### src/rtl/regfile_pkg.sv
// regfile_pkg: shared widths, FSM state and address type for the multi-port register file.
package regfile_pkg;
  localparam int RF_DATA_WIDTH = 32;
  localparam int RF_ADDR_WIDTH = 5;
  typedef enum logic {CLEAR, RUN} rf_state_t;
  typedef logic [RF_ADDR_WIDTH-1:0] rf_addr_t;
endpackage

### src/rtl/regfile_scoreboard.sv
// regfile_scoreboard: per-register pending-write bits; reservation beats a same-cycle write, x0 never busy.
module regfile_scoreboard
  import regfile_pkg::*;
#(
  parameter int ADDR_WIDTH = RF_ADDR_WIDTH,
  parameter int NUM_WRITE  = 1
) (
  input  logic                                 clk,
  input  logic                                 rst,
  input  logic [NUM_WRITE-1:0]                 we,
  input  logic [NUM_WRITE-1:0][ADDR_WIDTH-1:0] waddr,
  input  logic                                 rsv_en,
  input  logic [ADDR_WIDTH-1:0]                rsv_addr,
  output logic [2**ADDR_WIDTH-1:0]             busy
);
  logic [2**ADDR_WIDTH-1:0] busy_q, busy_d;
  always_comb begin
    busy_d = busy_q;
    for (int p = 0; p < NUM_WRITE; p++)
      if (we[p]) busy_d[waddr[p]] = 1'b0;
    if (rsv_en) busy_d[rsv_addr] = 1'b1;
    busy_d[0] = 1'b0;
  end
  always_ff @(posedge clk) busy_q <= rst ? '0 : busy_d;
  assign busy = busy_q;
endmodule

### src/rtl/regfile_mp.sv
// regfile_mp: multi-port register file with x0, post-reset clear sweep and hazard scoreboard.
// Define REGFILE_BYPASS_EN to forward same-cycle write data to matching reads.
module regfile_mp
  import regfile_pkg::*;
#(
  parameter int DATA_WIDTH = RF_DATA_WIDTH,
  parameter int ADDR_WIDTH = RF_ADDR_WIDTH,
  parameter int NUM_READ   = 2,
  parameter int NUM_WRITE  = 1
) (
  input  logic                                 clk,
  input  logic                                 rst,
  output logic                                 ready,
  input  logic [NUM_WRITE-1:0]                 we,
  input  logic [NUM_WRITE-1:0][ADDR_WIDTH-1:0] waddr,
  input  logic [NUM_WRITE-1:0][DATA_WIDTH-1:0] wdata,
  input  logic [NUM_READ-1:0][ADDR_WIDTH-1:0]  raddr,
  output logic [NUM_READ-1:0][DATA_WIDTH-1:0]  rdata,
  output logic [NUM_READ-1:0]                  rbusy,
  input  logic                                 rsv_en,
  input  logic [ADDR_WIDTH-1:0]                rsv_addr
);
  localparam int DEPTH = 2**ADDR_WIDTH;
  logic [DATA_WIDTH-1:0] mem_q [DEPTH];
  rf_state_t             state_q;
  logic [ADDR_WIDTH-1:0] idx_q;
  logic [DEPTH-1:0]      busy;
  logic                  run;
  assign run   = state_q == RUN;
  assign ready = run;
  // Later write ports are assigned last, so the highest index wins a collision.
  always_ff @(posedge clk) begin
    if (rst) begin
      state_q <= CLEAR;
      idx_q   <= '0;
    end else if (!run) begin
      mem_q[idx_q] <= '0;
      idx_q        <= idx_q + 1'b1;
      if (&idx_q) state_q <= RUN;
    end else begin
      for (int p = 0; p < NUM_WRITE; p++)
        if (we[p] && waddr[p] != '0) mem_q[waddr[p]] <= wdata[p];
    end
  end
  regfile_scoreboard #(.ADDR_WIDTH(ADDR_WIDTH), .NUM_WRITE(NUM_WRITE)) u_sb (
    .clk      (clk),
    .rst      (rst),
    .we       (we & {NUM_WRITE{run}}),
    .waddr    (waddr),
    .rsv_en   (rsv_en & run),
    .rsv_addr (rsv_addr),
    .busy     (busy)
  );
  always_comb begin
    for (int i = 0; i < NUM_READ; i++) begin
      rdata[i] = (run && raddr[i] != '0) ? mem_q[raddr[i]] : '0;
`ifdef REGFILE_BYPASS_EN
      for (int p = 0; p < NUM_WRITE; p++)
        if (run && we[p] && waddr[p] != '0 && waddr[p] == raddr[i]) rdata[i] = wdata[p];
`endif
      rbusy[i] = run & busy[raddr[i]];
    end
  end
endmodule

### config.mk
export PLATFORM = sky130hd
export DESIGN_NAME = regfile_mp
export DESIGN_NICKNAME = d
export VERILOG_FILES = /design/src/rtl/regfile_pkg.sv /design/src/rtl/regfile_scoreboard.sv /design/src/rtl/regfile_mp.sv
export SDC_FILE = /design/constraint.sdc
export NUM_CORES = 1
export LEC_CHECK = 0
export BUFFER_PORTS_ARGS = -buffer_cell sky130_fd_sc_hd__buf_2
export CORE_AREA = 2 2 411 413
export DETAILED_ROUTE_END_ITERATION = 10
export DIE_AREA = 0 0 413 415
export PLACE_DENSITY_LB_ADDON = 0.05
export SYNTH_ARGS = -nofsm -noshare
export SYNTH_HDL_FRONTEND = slang
export SYNTH_HIERARCHICAL = 1
export SYNTH_SLANG_ARGS = --single-unit
### constraint.sdc
create_clock -name clk -period 6.09 [get_ports clk]
set_input_delay 1.218 -clock clk [delete_from_list [all_inputs] [get_ports clk]]
set_output_delay 1.218 -clock clk [all_outputs]
set_load 0.02 [all_outputs]
==> impl_metrics.ini, run 1 <==
[die]
io_pins = 123
die-area_um2 = 171000
die_w_um = 413
die_y_um = 415
start_util = 0.299
num_rows = 150
coreArea_um2 = 167000

[hold_path]
hold_path.class = register to register

[placement]
io_buffers = 122
dpl_cell_area_um2 = 54000
finalWeightedCongestion = 0.779
hpwl_um = 112000

[routing]
vias = 29371
viasPerCell = 5.64
drtPass1Iterations = 5
drt_iter0_drc = 2575
drtAntennaViolNets = 0
wl_um = 188000
wl_per_cell_um = 36.1
drc = 0

[outcome]
outcome = completed

[global_routing]
grt_pass1_vias = 30976
grt_max_degree = 101
grt_overflow = 0
grt_usage = 0.218
antenna_found_initial = 9
grt_pass1_wl_um = 258000

[layout]
area_growth_pct = 16.8
fillerInstances = 15698
nets = 2966
layout_commonest_cell = edfxtp_1
drive_gt1_frac = 0.312
finalInstanceArea_um2 = 58300
final_cell_mix = edfxtp_1, mux4_2, mux2i_1, clkbuf_16, buf_2

[critical_path]
cp-end-kind = primary output
required_ns = 4.87
critPathKind = register to primary output
crit_path_max_fanout = 12
cp.arrival_ns = 4.00
start_kind = register

[cts]
cts_inserted_buffers = 134
cts.repair.resized = 0
ctsHoldBuffers = 0
htree_levels = 4
postCtsSetupRepairBufs = 0
cts_buffer_depth = 3
cts.sinks = 1061
root_buffer = clkbuf_16
clk_latency_ns = 0.76
clkTransAtPathRegs_ns = 0.06
cts_tree = built

[sta]
tns_ns = 0
hold_violations = 0
finalCriticalPeriod_ns = 5.21
fmax_mhz = 192
finalMaxSlewViolations = 0
setup_viol = 0
max_slew_margin = 0.197
rsz0062_at_grt = false
fin_crit_sh = 0.856
max_slew.worst_pin.slew_ns = 1.20
fin_skew_ns = 0.0203

[synth]
yosysTopAreaCell = edfxtp_1
synthCells = 2724
yosysSeqAreaShare = 0.631
syn_area_um2 = 49900
ys_warn_count = 6
synth_edf_count = 1024
synth_flop_cell = edfxtp_1
async_flop_share = 0
synth_top_area_share = 0.616
avgSynthCellArea_um2 = 18.3
synth-seq-cells = 1061
synth_nets = 2782
synthTopCellsByArea = edfxtp_1, mux4_2, mux2i_1, dfxtp_1, o22ai_1
synth_cell_types = 54

[power]
cellPowerDensity_nw_per_um2 = 288
ir_worst_vdd_uv = 267
cellLeakagePower_nw = 17.5

[run]
maxCapViolations = 0
-- cells in the mapped netlist, types with 11 or more instances --
library cell and number:
a22oi_1 67, or2_1 32, buf_4 21, a31oi_1 32, nand3b_1 11, mux2_2 16, and2b_1 21, o21ai_1 24
buf_2 94, nor2b_1 16, dfxtp_1 37, clkbuf_1 66, mux4_2 432, o21ai_0 72, a221oi_1 50, mux2i_1 319
edfxtp_1 1024, a21boi_1 23, and2_1 36, buf_1 19, nor2_1 64, o22ai_1 104, a21oi_1 34, nand2_1 29
-- stage by stage --
stage           util  hold slack (ns)  power [mW]  std cells  setup slack (ns)
2_1_floorplan      -            0.553        8.72       2724              1.97
3_3_place_gp   0.324            0.602        9.10       4976             0.836
3_5_place_dp   0.324            0.601        9.10       4976             0.828
4_1_cts        0.350            0.613        17.0       5211             0.782
5_1_grt        0.350            0.656        17.3       5211             0.772
6_report       0.350            0.616        16.8       5212             0.876
-- sequential cells by signal, summed over array words and instances (netlist names) --
name / cells
idx_q: 5
ready: 1
u_sb/busy: 31
mem_q: 1024
-- routing by layer --
metal  track usage  vias to the layer above  part of all wire
li1              -                    11993                 -
met1         0.287                    16158              0.43
met2         0.373                      952              0.50
met3        0.0298                      268             0.041
met4        0.0664                        0             0.031
met5             0                        -                 0
-- cell families (layout without fill, tap and decap cells) --
group / after synthesis / in the layout / share of synthesized area
other: 1 / 2 / 0.0000752
buffers and inverters: 216 / 499 / 0.0217
AND/OR/NAND/NOR: 253 / 253 / 0.0282
multiplexers: 767 / 767 / 0.263
XOR/XNOR: 3 / 3 / 0.000527
adder cells (fa/ha/maj): 2 / 2 / 0.000502
flip-flops: 1061 / 1061 / 0.631
AO/OA/AOI/OAI: 421 / 421 / 0.0550
-- report_power, final --
group | switching [mW] | internal, mW | leakage (nW) | total (mW)
clock network | 3.16 | 4.70 | 2.09 | 7.86
logic | 0.586 | 0.382 | 7.18 | 0.968
registers | 0.0262 | 7.94 | 8.23 | 7.97
-- final timing paths --
kind / from / end / slack [ns] / cells after the start
setup / recovery: ready / rdata[8] / 0.88 / 7
hold / removal: u_sb/busy[25] / u_sb/busy[25] / 0.62 / 3
setup reg to reg: ready / mem_q[22][16] / 2.14 / 7
hold reg to reg: u_sb/busy[25] / u_sb/busy[25] / 0.62 / 3
-- layout make-up --
type,count,area [um^2],area share
clock buffer,170,3660,0.0628
inverter,6,22.5,0.000387
tap,2204,2760,0.0473
sequential,1061,31500,0.540
timing repair buffer,258,2070,0.0355
antenna,1,2.50,0.0000429
clock inverter,65,632,0.0108
multi-input combinational,1447,17600,0.303
-- critical path: stages (launching register included) --
cell and delay (ns):
dfxtp_1 0.68, nand2b_1 0.43, nor2_4 0.84, buf_4 0.32
a31oi_1 0.13, o21ai_0 0.25, a21boi_1 0.32, buf_2 0.24
(Power assumes the default switching activity.)
==> inputs of run 2 (changes only) <==
CTS_BUF_LIST = sky130_fd_sc_hd__clkbuf_8   (was default)
PLACE_DENSITY_LB_ADDON = default   (was 0.05)
==> run 2 against run 1 <==
Compared with the run above: clock skew up 0.012 ns; total power fell by 12%; critical path depth did not move; worst hold slack worse by 0.00058 ns; highest routed layer is now met5.
==> impl_metrics.ini, run 2 (same netlist as run 1, synthesis figures left out) <==
[sta]
fmax_mhz = 181
hold_slack_ns = 0.616
fin_skew_ns = 0.0326
finalMaxSlewViolations = 0
finalCriticalPeriod_ns = 5.53
tns_ns = 0
setup_viol = 0
max_slew_margin = 0.248
final.setup.worst_slack_ns = 0.563
hold_violations = 0
rsz0062_at_grt = false
fin_crit_sh = 0.907
max_slew.worst_pin.slew_ns = 1.12

[routing]
drtPass1Iterations = 5
drtAntennaViolNets = 0
wl_per_cell_um = 30.6
drc = 0
wl_um = 162000
vias = 29891
drt_iter0_drc = 3182
viasPerCell = 5.67

[cts]
htree_levels = 4
cts.repair.resized = 0
cts_inserted_buffers = 173
clk_latency_ns = 0.91
cts_tree = built
cts.sinks = 1061
postCtsSetupRepairBufs = 0
cts_buffer_depth = 3
root_buffer = clkbuf_8
clkTransAtPathRegs_ns = 0.06
ctsHoldBuffers = 0

[global_routing]
grt_overflow = 0
grt_pass1_vias = 30259
grt_pass1_wl_um = 228000
grt_max_degree = 87
antenna_found_initial = 5
grt_usage = 0.186

[placement]
hpwl_um = 93800
dp_slack_ns = 0.708
io_buffers = 122
finalWeightedCongestion = 0.806

[die]
die_w_um = 413
io_pins = 123
num_rows = 150
start_util = 0.299
coreArea_um2 = 167000
die-area_um2 = 171000
die_y_um = 415

[critical_path]
crit_path_max_fanout = 13
cp-end-kind = primary output
path_buf_inv = 2
start_kind = register
worstRegToRegCells = 6
r2r_slack_ns = 2.48
critPathKind = register to primary output
rr_endpoint = mem_q[24][5]
rr_startpoint = ready
required_ns = 4.87
cp_cell_sequence = nand3_1 > nor2_4 > buf_4 > a221oi_1 > o21ai_0 > a21boi_1 > buf_2
critPathTopFamily = simple AND/OR/NAND/NOR gates
cpPeakStageDelay_ns = 0.93
cp.arrival_ns = 4.31
slowest_stage = nor2_4

[layout]
layout_commonest_cell = edfxtp_1
top_register = mem_q
final_core_util = 0.342
nets = 2984
drive_gt1_frac = 0.312
final_cell_mix = edfxtp_1, mux4_2, mux2i_1, clkbuf_8, buf_2
largest_register_ff_count = 1024
area_growth_pct = 14.2

[power]
cellLeakagePower_nw = 17.1
cellPowerDensity_nw_per_um2 = 260
p_total_mw = 14.8
ir_worst_vdd_uv = 227

[hold_path]
hold_depth = 3
hold_path.class = register to register
hold_start = u_sb/busy[17]
min_to = u_sb/busy[17]

[outcome]
outcome = completed

[run]
maxCapViolations = 0
run 2: cell count changes in the layout (fill, tap and decap cells not counted), moves of 3 or more:
cell	before	now
bufinv_16	11	4
inv_1	4	47
clkbuf_8	2	177
clkinv_2	12	22
inv_6	6	2
buf_12	30	23
clkbuf_16	141	0
clkinv_1	30	56
clkbuf_1	27	0
inv_12	0	6
buf_4	106	92
clkinvlp_4	2	5
run 2: worst max-delay path by stage:
stage,slack [ns],startpoint,cells after the start,endpoint
after floorplan,1.97,rst,7,mem_q[21][0]
after global placement,0.70,raddr[2],8,rdata[31]
after detailed placement,0.71,raddr[2],8,rbusy[0]
after CTS,0.54,ready,7,rdata[6]
after global routing,0.57,ready,7,rdata[8]
final,0.56,ready,7,rdata[8]
run 2: per-stage QoR:
step | area [um^2] | instances
2_1_floorplan | 49900 | 2724
3_3_place_gp | 53700 | 4955
3_5_place_dp | 53700 | 4955
4_1_cts | 57000 | 5273
5_1_grt | 57000 | 5274
6_report | 57000 | 5276
run 2: worst min-delay path: stages (launching register included):
cell,delay (ns)
dfxtp_1,0.34
and2b_1,0.12
o21ai_1,0.05
o21ai_1,0.06
run 2: routing by layer:
metal	part of all wire	vias up	wire length [um]	global-route usage
li1	-	12049	-	-
met1	0.40	16089	63900	0.244
met2	0.49	1439	78700	0.305
met3	0.081	310	13100	0.0374
met4	0.036	4	5840	0.0677
met5	0.00012	-	19	0
run 2: power by group:
part,internal [mW],switching [mW]
clock,2.92,3.01
sequential,7.94,0.0260
combinational,0.373,0.550
total,11.2,3.59
run 2: layout make-up:
| class | count | area [um^2] |
|---|---|---|
| fill | 15827 | 110000 |
| sequential | 1061 | 31500 |
| multi-input combinational | 1447 | 17600 |
| tap | 2204 | 2760 |
| clock buffer | 177 | 2440 |
| timing repair buffer | 237 | 1820 |
| clock inverter | 141 | 802 |
| inverter | 6 | 22.5 |
| antenna | 3 | 7.51 |
